<file path="config.mk">
export PLATFORM = sky130hd
export DESIGN_NAME = uart_letter_tx_flat
export DESIGN_NICKNAME = d
export VERILOG_FILES = /design/src/rtl/uart_pkg.sv /design/src/rtl/uart_letter_tx_if.sv /design/src/rtl/byte_fifo.sv /design/src/rtl/uart_letter_tx.sv /design/src/flat_wrapper.sv
export SDC_FILE = /design/constraint.sdc
export NUM_CORES = 1
export LEC_CHECK = 0
export ABC_CLOCK_PERIOD_IN_PS = 5800
export CAP_MARGIN = 20
export CORE_MARGIN = 2
export CORE_UTILIZATION = 53
export DETAILED_ROUTE_END_ITERATION = 10
export DONT_BUFFER_PORTS = 1
export HOLD_SLACK_MARGIN = 0.02
export PLACE_DENSITY = 0.77
export SLEW_MARGIN = 20
export SYNTH_ARGS = -nofsm -noshare
export SYNTH_HDL_FRONTEND = slang
export SYNTH_SLANG_ARGS = --single-unit
</file>
<file path="constraint.sdc">
create_clock -name avm_clk -period 5.8 [get_ports avm_clk]
set_input_delay 1.74 -clock avm_clk [delete_from_list [all_inputs] [get_ports avm_clk]]
set_output_delay 1.74 -clock avm_clk [all_outputs]
set_load 0.03 [all_outputs]
</file>
<file path="src/rtl/uart_pkg.sv">
// Shared UART slave register map and FSM state encoding for the letter
// transmit and receive paths.
package uart_pkg;

    localparam int unsigned RX_BASE     = 0;
    localparam int unsigned TX_BASE     = 4;
    localparam int unsigned STATUS_BASE = 8;
    localparam int unsigned RX_OK_BIT   = 7;
    localparam int unsigned TX_OK_BIT   = 6;

    localparam int unsigned AVM_AW = 5;
    localparam int unsigned AVM_DW = 32;
    localparam int unsigned BYTE_W = 8;

    typedef enum logic [1:0] {
        S_IDLE  = 2'd0,
        S_QUERY = 2'd1,
        S_WRITE = 2'd2,
        S_READ  = 2'd3
    } uart_state_e;

    typedef struct packed {
        logic [AVM_AW-1:0] address;
        logic [AVM_DW-1:0] writedata;
        logic              read;
        logic              write;
    } avm_cmd_t;

    function automatic logic [AVM_DW-1:0] byte_to_word(input logic [BYTE_W-1:0] b);
        return {(AVM_DW - BYTE_W)'(0), b};
    endfunction

endpackage

</file>
<file path="src/rtl/uart_letter_tx_if.sv">
// Upstream byte handshake plus Avalon-MM master bus for the letter transmitter.
interface uart_letter_tx_if;
    import uart_pkg::*;

    logic              i_valid;
    logic [BYTE_W-1:0] i_data;
    logic              o_ready;

    logic [AVM_AW-1:0] avm_address;
    logic              avm_read;
    logic [AVM_DW-1:0] avm_readdata;
    logic              avm_write;
    logic [AVM_DW-1:0] avm_writedata;
    logic              avm_waitrequest;

    modport master (
        input  i_valid, i_data, avm_readdata, avm_waitrequest,
        output o_ready, avm_address, avm_read, avm_write, avm_writedata
    );

    modport slave (
        output i_valid, i_data, avm_readdata, avm_waitrequest,
        input  o_ready, avm_address, avm_read, avm_write, avm_writedata
    );

endinterface

</file>
<file path="src/rtl/byte_fifo.sv">
// Power-of-two byte FIFO with registered occupancy count; head is read combinationally.
module byte_fifo #(
    parameter  int unsigned DEPTH = 16,
    localparam int unsigned AW    = $clog2(DEPTH),
    localparam int unsigned CW    = AW + 1
) (
    input  logic          clk,
    input  logic          rst,
    input  logic          push,
    input  logic [7:0]    data_in,
    input  logic          pop,
    output logic [7:0]    data_out,
    output logic [CW-1:0] count,
    output logic          full,
    output logic          empty
);

    logic [7:0]    mem [DEPTH];
    logic [AW-1:0] wr_ptr;
    logic [AW-1:0] rd_ptr;
    logic          push_ok;
    logic          pop_ok;

    assign full     = (count == CW'(DEPTH));
    assign empty    = (count == '0);
    assign push_ok  = push && !full;
    assign pop_ok   = pop && !empty;
    assign data_out = mem[rd_ptr];

    // Storage carries no reset; only entries below count are ever observed.
    always_ff @(posedge clk) begin
        if (push_ok) begin
            mem[wr_ptr] <= data_in;
        end
    end

    always_ff @(posedge clk or posedge rst) begin
        if (rst) begin
            wr_ptr <= '0;
            rd_ptr <= '0;
            count  <= '0;
        end else begin
            if (push_ok) begin
                wr_ptr <= wr_ptr + AW'(1);
            end
            if (pop_ok) begin
                rd_ptr <= rd_ptr + AW'(1);
            end
            case ({push_ok, pop_ok})
                2'b10:   count <= count + CW'(1);
                2'b01:   count <= count - CW'(1);
                default: count <= count;
            endcase
        end
    end

endmodule

</file>
<file path="src/rtl/uart_letter_tx.sv">
// Drains queued letter bytes into the UART TX register, polling status for TX_OK
// before every write.
module uart_letter_tx #(
    parameter int unsigned FIFO_DEPTH  = 16,
    parameter int unsigned TX_BASE     = uart_pkg::TX_BASE,
    parameter int unsigned STATUS_BASE = uart_pkg::STATUS_BASE,
    parameter int unsigned TX_OK_BIT   = uart_pkg::TX_OK_BIT
) (
    input  logic                      avm_clk,
    input  logic                      avm_rst,
    uart_letter_tx_if.master          bus,
    output logic [$clog2(FIFO_DEPTH):0] o_count,
    output logic                      o_busy,
    output logic                      o_overflow
);
    import uart_pkg::*;

    localparam int unsigned CW = $clog2(FIFO_DEPTH) + 1;

    uart_state_e       state_q, state_n;
    avm_cmd_t          cmd_q, cmd_n;
    logic              busy_n;
    logic              push;
    logic              pop;
    logic [BYTE_W-1:0] head;
    logic [CW-1:0]     fifo_count;
    logic [CW-1:0]     count_next;
    logic              fifo_full;
    logic              fifo_empty;

    assign bus.o_ready = !fifo_full;
    assign push        = bus.i_valid && bus.o_ready;
    assign pop         = (state_q == S_WRITE) && !bus.avm_waitrequest;
    assign count_next  = fifo_count + CW'(push) - CW'(pop);

    byte_fifo #(
        .DEPTH (FIFO_DEPTH)
    ) u_fifo (
        .clk      (avm_clk),
        .rst      (avm_rst),
        .push     (push),
        .data_in  (bus.i_data),
        .pop      (pop),
        .data_out (head),
        .count    (fifo_count),
        .full     (fifo_full),
        .empty    (fifo_empty)
    );

    // Next state and next Avalon command; outputs hold while waitrequest is high.
    always_comb begin
        state_n = state_q;
        cmd_n   = cmd_q;
        case (state_q)
            S_IDLE: begin
                if (!fifo_empty) begin
                    state_n       = S_QUERY;
                    cmd_n.read    = 1'b1;
                    cmd_n.write   = 1'b0;
                    cmd_n.address = AVM_AW'(STATUS_BASE);
                end
            end
            S_QUERY: begin
                if (!bus.avm_waitrequest && bus.avm_readdata[TX_OK_BIT]) begin
                    state_n         = S_WRITE;
                    cmd_n.read      = 1'b0;
                    cmd_n.write     = 1'b1;
                    cmd_n.address   = AVM_AW'(TX_BASE);
                    cmd_n.writedata = byte_to_word(head);
                end
            end
            S_WRITE: begin
                if (!bus.avm_waitrequest) begin
                    cmd_n.write = 1'b0;
                    if (count_next != '0) begin
                        state_n       = S_QUERY;
                        cmd_n.read    = 1'b1;
                        cmd_n.address = AVM_AW'(STATUS_BASE);
                    end else begin
                        state_n = S_IDLE;
                    end
                end
            end
            default: begin
                state_n     = S_IDLE;
                cmd_n.read  = 1'b0;
                cmd_n.write = 1'b0;
            end
        endcase
        busy_n = (state_n != S_IDLE) || (count_next != '0);
    end

    always_ff @(posedge avm_clk or posedge avm_rst) begin
        if (avm_rst) begin
            state_q    <= S_IDLE;
            cmd_q      <= '0;
            o_busy     <= 1'b0;
            o_overflow <= 1'b0;
        end else begin
            state_q <= state_n;
            cmd_q   <= cmd_n;
            o_busy  <= busy_n;
            if (bus.i_valid && !bus.o_ready) begin
                o_overflow <= 1'b1;
            end
        end
    end

    assign bus.avm_address   = cmd_q.address;
    assign bus.avm_read      = cmd_q.read;
    assign bus.avm_write     = cmd_q.write;
    assign bus.avm_writedata = cmd_q.writedata;
    assign o_count           = fifo_count;

endmodule

</file>
<file path="src/flat_wrapper.sv">
// flat-port wrapper written by rule: the top's interface ports become plain ports
module uart_letter_tx_flat import uart_pkg::*;
#(
    parameter int unsigned FIFO_DEPTH  = 16,
    parameter int unsigned TX_BASE     = uart_pkg::TX_BASE,
    parameter int unsigned STATUS_BASE = uart_pkg::STATUS_BASE,
    parameter int unsigned TX_OK_BIT   = uart_pkg::TX_OK_BIT
)
  (avm_clk, avm_rst, o_count, o_busy, o_overflow, bus_i_valid, bus_i_data, bus_avm_readdata, bus_avm_waitrequest, bus_o_ready, bus_avm_address, bus_avm_read, bus_avm_write, bus_avm_writedata);
  uart_letter_tx_if bus_i ();
  input  logic avm_clk;
  input  logic avm_rst;
  output logic [$clog2(FIFO_DEPTH):0] o_count;
  output logic o_busy;
  output logic o_overflow;
  input wire logic [$bits(bus_i.i_valid)-1:0] bus_i_valid;
  input wire logic [$bits(bus_i.i_data)-1:0] bus_i_data;
  input wire logic [$bits(bus_i.avm_readdata)-1:0] bus_avm_readdata;
  input wire logic [$bits(bus_i.avm_waitrequest)-1:0] bus_avm_waitrequest;
  output wire logic [$bits(bus_i.o_ready)-1:0] bus_o_ready;
  output wire logic [$bits(bus_i.avm_address)-1:0] bus_avm_address;
  output wire logic [$bits(bus_i.avm_read)-1:0] bus_avm_read;
  output wire logic [$bits(bus_i.avm_write)-1:0] bus_avm_write;
  output wire logic [$bits(bus_i.avm_writedata)-1:0] bus_avm_writedata;
  assign bus_i.i_valid = bus_i_valid;
  assign bus_i.i_data = bus_i_data;
  assign bus_i.avm_readdata = bus_avm_readdata;
  assign bus_i.avm_waitrequest = bus_avm_waitrequest;
  assign bus_o_ready = bus_i.o_ready;
  assign bus_avm_address = bus_i.avm_address;
  assign bus_avm_read = bus_i.avm_read;
  assign bus_avm_write = bus_i.avm_write;
  assign bus_avm_writedata = bus_i.avm_writedata;
  uart_letter_tx #(.FIFO_DEPTH(FIFO_DEPTH), .TX_BASE(TX_BASE), .STATUS_BASE(STATUS_BASE), .TX_OK_BIT(TX_OK_BIT)) u_core (.avm_clk(avm_clk), .avm_rst(avm_rst), .bus(bus_i), .o_count(o_count), .o_busy(o_busy), .o_overflow(o_overflow));
endmodule
</file>
==> results of run 1 <==
-- worst max-delay path, cell delays in order, from the launching register on --
cell and delay [ps]:
dfrtp_1 620, inv_1 120, ha_1 230, nand3_1 280, and2_1 380, inv_2 140, ha_1 290, inv_1 40
ha_1 200, fa_1 410, and3b_1 190, or4_1 520, a211oi_2 250, nand2b_1 220, a21boi_2 180
-- metrics by stage --
stage	worst slack (ps)	hold slack (ps)	cell area, sq um	util [%]	power [W]
finish	1650	592	7430	59.4	0.00364
global route	1420	604	7430	59.4	0.00380
CTS	1650	591	7430	59.4	0.00366
detailed placement	1260	568	6850	54.7	0.00258
global placement	1300	559	6840	54.6	0.00253
floorplan	1560	498	6840	-	0.00239
-- logic make-up after synthesis --
group                      after synthesis  share of synthesized area, %
AOI/OAI and AO/OA                       44                          4.23
xor gates and xnor gates                12                          1.56
adders and majority gates               17                          3.38
buffers and inverters                   65                          5.33
DFF                                    157                          67.8
muxes                                   43                          12.5
other                                    1                        0.0556
and+or+nand+nor                         65                          5.20
-- registers in the layout, summed over array words and instances (netlist names), 2 cells and up --
| name | count |
|---|---|
| u_core.bus.avm_address | 2 |
| u_core.bus.avm_writedata | 8 |
| u_core.state_q | 2 |
| u_core.u_fifo.count | 5 |
| u_core.u_fifo.mem | 128 |
| u_core.u_fifo.rd_ptr | 4 |
| u_core.u_fifo.wr_ptr | 4 |
-- area by class of cell --
| class | instances | area [sq um] |
|---|---|---|
| Fill cell | 895 | 5090 |
| Sequential cell | 157 | 4570 |
| Multi-Input combinational cell | 208 | 1910 |
| Clock buffer | 18 | 429 |
| Tap cell | 172 | 215 |
| Clock inverter | 14 | 151 |
| Timing Repair Buffer | 10 | 82.6 |
| Inverter | 19 | 71.3 |
-- worst min path at each step --
stage                         endpoint  slack (ps)  cells after the start
4_1_cts        u_core.u_fifo.rd_ptr[3]         590                      1
6_report       u_core.u_fifo.rd_ptr[3]         590                      1
3_3_place_gp   u_core.u_fifo.rd_ptr[3]         560                      1
3_5_place_dp   u_core.u_fifo.rd_ptr[3]         570                      1
2_1_floorplan  u_core.u_fifo.rd_ptr[3]         500                      1
5_1_grt        u_core.u_fifo.rd_ptr[3]         600                      1
-- power groups by stage --
stage | logic (W) | registers, W | clock network (W)
3_3_place_gp | 0.000806 | 0.00172 | 0
2_1_floorplan | 0.000765 | 0.00162 | 0
6_report | 0.000848 | 0.00171 | 0.00108
3_5_place_dp | 0.000842 | 0.00173 | 0
5_1_grt | 0.000934 | 0.00173 | 0.00113
4_1_cts | 0.000857 | 0.00171 | 0.00109
-- synthesized netlist by cell type (2+ instances only) --
cell type | instances | area share, %
o22ai_1 | 12 | 1.1
nand2b_1 | 3 | 0.28
dfrtp_1 | 29 | 11
nor3_1 | 5 | 0.37
xor2_1 | 3 | 0.39
xnor2_1 | 9 | 1.2
a41o_1 | 2 | 0.30
nand2_1 | 12 | 0.67
nand4_1 | 2 | 0.19
and2_1 | 5 | 0.46
nand3_1 | 5 | 0.37
edfxtp_1 | 128 | 57
nor4_1 | 4 | 0.37
mux2i_1 | 4 | 0.59
buf_2 | 5 | 0.37
fa_1 | 2 | 0.59
mux4_2 | 32 | 11
clkbuf_1 | 12 | 0.67
buf_4 | 29 | 3.2
ha_1 | 15 | 2.8
a211oi_1 | 2 | 0.22
o21ai_0 | 13 | 0.97
inv_1 | 17 | 0.95
nor2_1 | 15 | 0.84
mux2_2 | 6 | 1.0
a21oi_1 | 3 | 0.22
o21ai_1 | 3 | 0.22
nor2b_1 | 5 | 0.46
-- metal layers --
| layer | share of wire [%] | routed length, um | GRT usage [%] |
|---|---|---|---|
| met1 | 40 | 5000 | 26.1 |
| met2 | 50 | 6290 | 31.3 |
| met3 | 7.5 | 937 | 5.66 |
| met4 | 2.0 | 255 | 7.61 |
| met5 | 0 | 0 | 0 |
==> flow_metrics.py, run 1 <==
metrics = {
    "power": {
        "p_sw_share_pct": 33.4,
        "pwr-share-seq_pct": 47.0,
        "power_density_nw_per_um2": 490,
        "p_sw_w": 0.00122,
        "irDropWorstVdd_uv": 210,
        "p_comb_share_pct": 23.3,
        "p_int_w": 0.00243,
        "power_frac_clock_pct": 29.7,
        "leakagePower_nw": 2.58,
    },
    "clocking": {
        "cts_made_buffers": 17,
        "clk_pin_slew_worst_paths_ps": 60,
        "clk_latency_ps": 420,
        "cts_resized": 0,
        "cts_root_buf": "clkbuf_16",
        "cts_tree": "built",
        "cts_setup_buffers": 0,
        "clock_sinks": 157,
        "cts_max_path_buffers": 2,
        "htreeDepth": 4,
        "ctsHoldBuffers": 0,
    },
    "route": {
        "ant_nets": 0,
        "drc": 0,
        "wl_per_cell_um": 20.9,
        "first_pass_iters": 4,
        "vias": 3424,
        "drt_iter0_drc": 313,
        "via_per_inst": 5.73,
        "wl_mm": 12.5,
    },
    "sta": {
        "rsz0062_at_grt": "false",
        "finalHoldViolCount": 0,
        "fmax_mhz": 241,
        "max_slew_margin_pct": 36.8,
        "maxSlewViolCount": 0,
        "worst_slew_pin_slew_ps": 948,
        "setup_viol": 0,
        "tns_ps": 0,
        "finClkSkew_ps": 9.57,
        "fin_crit_sh_pct": 71.6,
        "finalCriticalPeriod_ps": 4150,
    },
    "critical_path": {
        "cp.required_ps": 6150,
        "ff2ff_setup_slack_ps": 1650,
        "r2r-end": "u_core.bus.avm_address[2]",
        "crit_type": "flip-flop to flip-flop",
        "rr_worst_depth": 14,
        "critPathArrivalTime_ps": 4500,
        "crit_path_max_fanout": 8,
        "cp-startpoint": "u_core.u_fifo.count[3]",
        "start_kind": "flip-flop",
        "cp-endpoint": "u_core.bus.avm_address[2]",
        "rr_startpoint": "u_core.u_fifo.count[3]",
        "cp-end-kind": "flip-flop",
    },
    "outcome": {
        "status": "finished, final reports clean",
    },
    "die": {
        "die_w_um": 117,
        "dieArea_sq_um": 13600,
        "coreArea_sq_um": 12500,
        "rows": 41,
        "die_h_um": 117,
        "io_pins": 91,
        "start_util_pct": 53.8,
    },
    "yosys": {
        "ys_ff_latch": 157,
        "synthDistinctLibCells": 50,
        "postSynthCellCount": 404,
        "ys_seq_area_share_pct": 67.8,
        "netlist_area_sq_um": 6740,
        "ys_async_sr_fraction_pct": 18.5,
        "synth-main-ff-cell": "edfxtp_1",
        "yosysWarnings": 0,
        "synth_edf_count": 128,
        "syn_area_per_cell_sq_um": 16.7,
    },
    "global_routing": {
        "antenna_found_initial": 0,
        "grt_start_max_net_pins": 35,
        "grt_pass1_vias": 3417,
        "overflow": 0,
        "grt_pass1_wl_mm": 19.3,
        "grtUsageTotal_pct": 19.7,
    },
    "place": {
        "portBuffers": 0,
        "dp.cells": 566,
        "place.gp.congestion": 0.813,
        "place_hpwl_mm": 7.80,
    },
    "layout": {
        "diodes": 0,
        "layout_commonest_cell": "edfxtp_1",
        "final_cell_mix": "128 x edfxtp_1, 32 x mux4_2, 27 x conb_1, 27 x dfrtp_1",
        "nNetsFinal": 474,
        "drive_above_1_share_pct": 20.4,
        "synthToLayoutAreaGrowth_pct": 10.2,
        "fin_cells": 598,
    },
    "worst_hold_path": {
        "worstHoldStart": "u_core.u_fifo.rd_ptr[3]",
        "worst_hold_path_type": "flip-flop to flip-flop",
    },
    "flow_run": {
        "drv_cap": 0,
    },
}
Power figures use the tool's default switching activity.
==> run 2, diff against run 1 <==
ABC_CLOCK_PERIOD_IN_PS = 3500   (was 5800)
PLACE_DENSITY = 0.8   (was 0.77)
clock period = 3.5 ns   (was 5.8 ns; I/O delays follow)
==> run 2 against run 1 <==
Effect of this change:
- combinational power grew 92%
- sequential power grew 58%
- clock power grew 85%
- register-to-register slack worse by 1300 ps
- final cell count up 2.7%
- die area is the same
- cell area is 2.7% higher
- wire length up 3.2%
- critical path type unchanged
- critical endpoint unchanged
- largest power group unchanged
- highest routed layer unchanged
==> flow_metrics.py, run 2 (synthesis gave the netlist of run 1 again) <==
metrics = {
    "clocking": {
        "cts_max_path_buffers": 2,
        "clock_sinks": 157,
        "ctsHoldBuffers": 0,
        "clk_pin_slew_worst_paths_ps": 60,
        "cts_resized": 0,
        "cts_setup_buffers": 0,
        "htreeDepth": 4,
        "cts_root_buf": "clkbuf_16",
        "cts_made_buffers": 17,
        "clk_latency_ps": 420,
        "cts_tree": "built",
    },
    "route": {
        "drc": 0,
        "wl_per_cell_um": 21.0,
        "first_pass_iters": 5,
        "via_per_inst": 5.65,
        "drt_iter0_drc": 277,
        "wl_mm": 12.9,
        "vias": 3470,
        "ant_nets": 0,
    },
    "layout": {
        "drive_above_1_share_pct": 24.0,
        "regMostFlops": "u_core.u_fifo.mem",
        "nNetsFinal": 490,
        "n_fill_cell": 852,
        "layout_commonest_cell": "edfxtp_1",
        "largest_reg_flops": 128,
        "final_cell_mix": "128 x edfxtp_1, 32 x mux4_2, 27 x conb_1",
        "synthToLayoutAreaGrowth_pct": 13.2,
        "multi_input_area_sq_um": 1920,
        "diodes": 0,
        "regArea_sq_um": 4570,
    },
    "sta": {
        "setup_viol": 0,
        "fin_crit_sh_pct": 90.2,
        "finalCriticalPeriod_ps": 3160,
        "worst_slew_pin_slew_ps": 640,
        "tns_ps": 0,
        "whs_ps": 600,
        "max_slew_margin_pct": 57.3,
        "rsz0062_at_grt": "false",
        "finalHoldViolCount": 0,
        "fmax_mhz": 317,
        "maxSlewViolCount": 0,
        "finClkSkew_ps": 9.63,
    },
    "power": {
        "leakagePower_nw": 2.69,
        "irDropWorstVdd_uv": 413,
        "power_density_nw_per_um2": 831,
        "p_total_w": 0.00634,
    },
    "global_routing": {
        "antenna_found_initial": 0,
        "overflow": 0,
        "grt_start_max_net_pins": 26,
        "grtUsageTotal_pct": 20.3,
        "grt_pass1_wl_mm": 19.5,
        "grt_pass1_vias": 3466,
    },
    "outcome": {
        "status": "finished, final reports clean",
    },
    "critical_path": {
        "crit_path_max_fanout": 4,
        "cp.required_ps": 3850,
        "cp-end-kind": "flip-flop",
        "start_kind": "flip-flop",
        "critPathArrivalTime_ps": 3510,
        "crit_type": "flip-flop to flip-flop",
    },
    "die": {
        "io_pins": 91,
        "coreArea_sq_um": 12500,
        "die_w_um": 117,
        "rows": 41,
        "die_h_um": 117,
        "dieArea_sq_um": 13600,
        "start_util_pct": 53.8,
    },
    "place": {
        "place_hpwl_mm": 8.21,
        "place.gp.congestion": 0.813,
        "portBuffers": 0,
    },
    "flow_run": {
        "drv_cap": 0,
    },
    "worst_hold_path": {
        "worst_hold_path_type": "flip-flop to flip-flop",
    },
}
==> run 2: per-layer routing <==
metal | share of wire, % | track usage [%] | up-vias
met5 | 0 | 0.370 | -
met4 | 2.7 | 8.78 | 0
met3 | 6.4 | 6.08 | 32
met2 | 51 | 33.4 | 143
met1 | 40 | 25.3 | 1750
li1 | - | - | 1545
==> run 2: area by class of cell <==
| type | count | area share [%] |
|---|---|---|
| clock buffer | 18 | 5.62 |
| clock inverter | 14 | 2.94 |
| inverter | 19 | 0.935 |
| multi-input combinational | 208 | 25.2 |
| sequential | 157 | 59.9 |
| tap | 172 | 2.82 |
| timing repair buffer | 26 | 2.56 |
==> run 2: stage by stage <==
stage / util [%] / worst slack [ps] / cell area (sq um) / std cells
after floorplan: - / 24.6 / 6860 / 430
after global placement: 55.7 / 43.0 / 6980 / 582
after detailed placement: 55.7 / 19.3 / 6980 / 582
after CTS: 61.0 / 333 / 7630 / 614
after global routing: 61.0 / 181 / 7630 / 614
final: 61.0 / 343 / 7630 / 614
==> run 2: final timing paths <==
kind                                         start                   endpoint  slack, ps  cells after the start
setup / recovery            u_core.u_fifo.count[2]  u_core.bus.avm_address[2]        340                     14
max in group asynchronous                  avm_rst    u_core.u_fifo.rd_ptr[1]       2210                      2
hold / removal             u_core.u_fifo.rd_ptr[3]    u_core.u_fifo.rd_ptr[3]        600                      1
hold reg to reg            u_core.u_fifo.rd_ptr[3]    u_core.u_fifo.rd_ptr[3]        600                      1
min in group asynchronous                  avm_rst       u_core.bus.avm_write        610                      1
setup reg to reg            u_core.u_fifo.count[2]  u_core.bus.avm_address[2]        340                     14
==> run 2: power by group <==
| part | switching [W] | leakage [nW] | total, W | internal, W |
|---|---|---|---|---|
| Combinational | 0.000867 | 0.884 | 0.00163 | 0.000758 |
| Sequential | 0.000391 | 1.49 | 0.00271 | 0.00232 |
| Clock | 0.000775 | 0.317 | 0.00200 | 0.00123 |
| Total | 0.00203 | 2.69 | 0.00634 | 0.00431 |
==> run 2: critical path: stages, from the launching register on <==
cell and delay, ps:
dfrtp_2 350, inv_1 50, ha_1 230, nand3_2 70
and2_1 180, inv_2 50, ha_1 260, inv_1 40
ha_1 200, fa_1 400, and3b_1 200, or4_1 520
a211oi_2 220, nand2b_4 170, a21boi_2 140
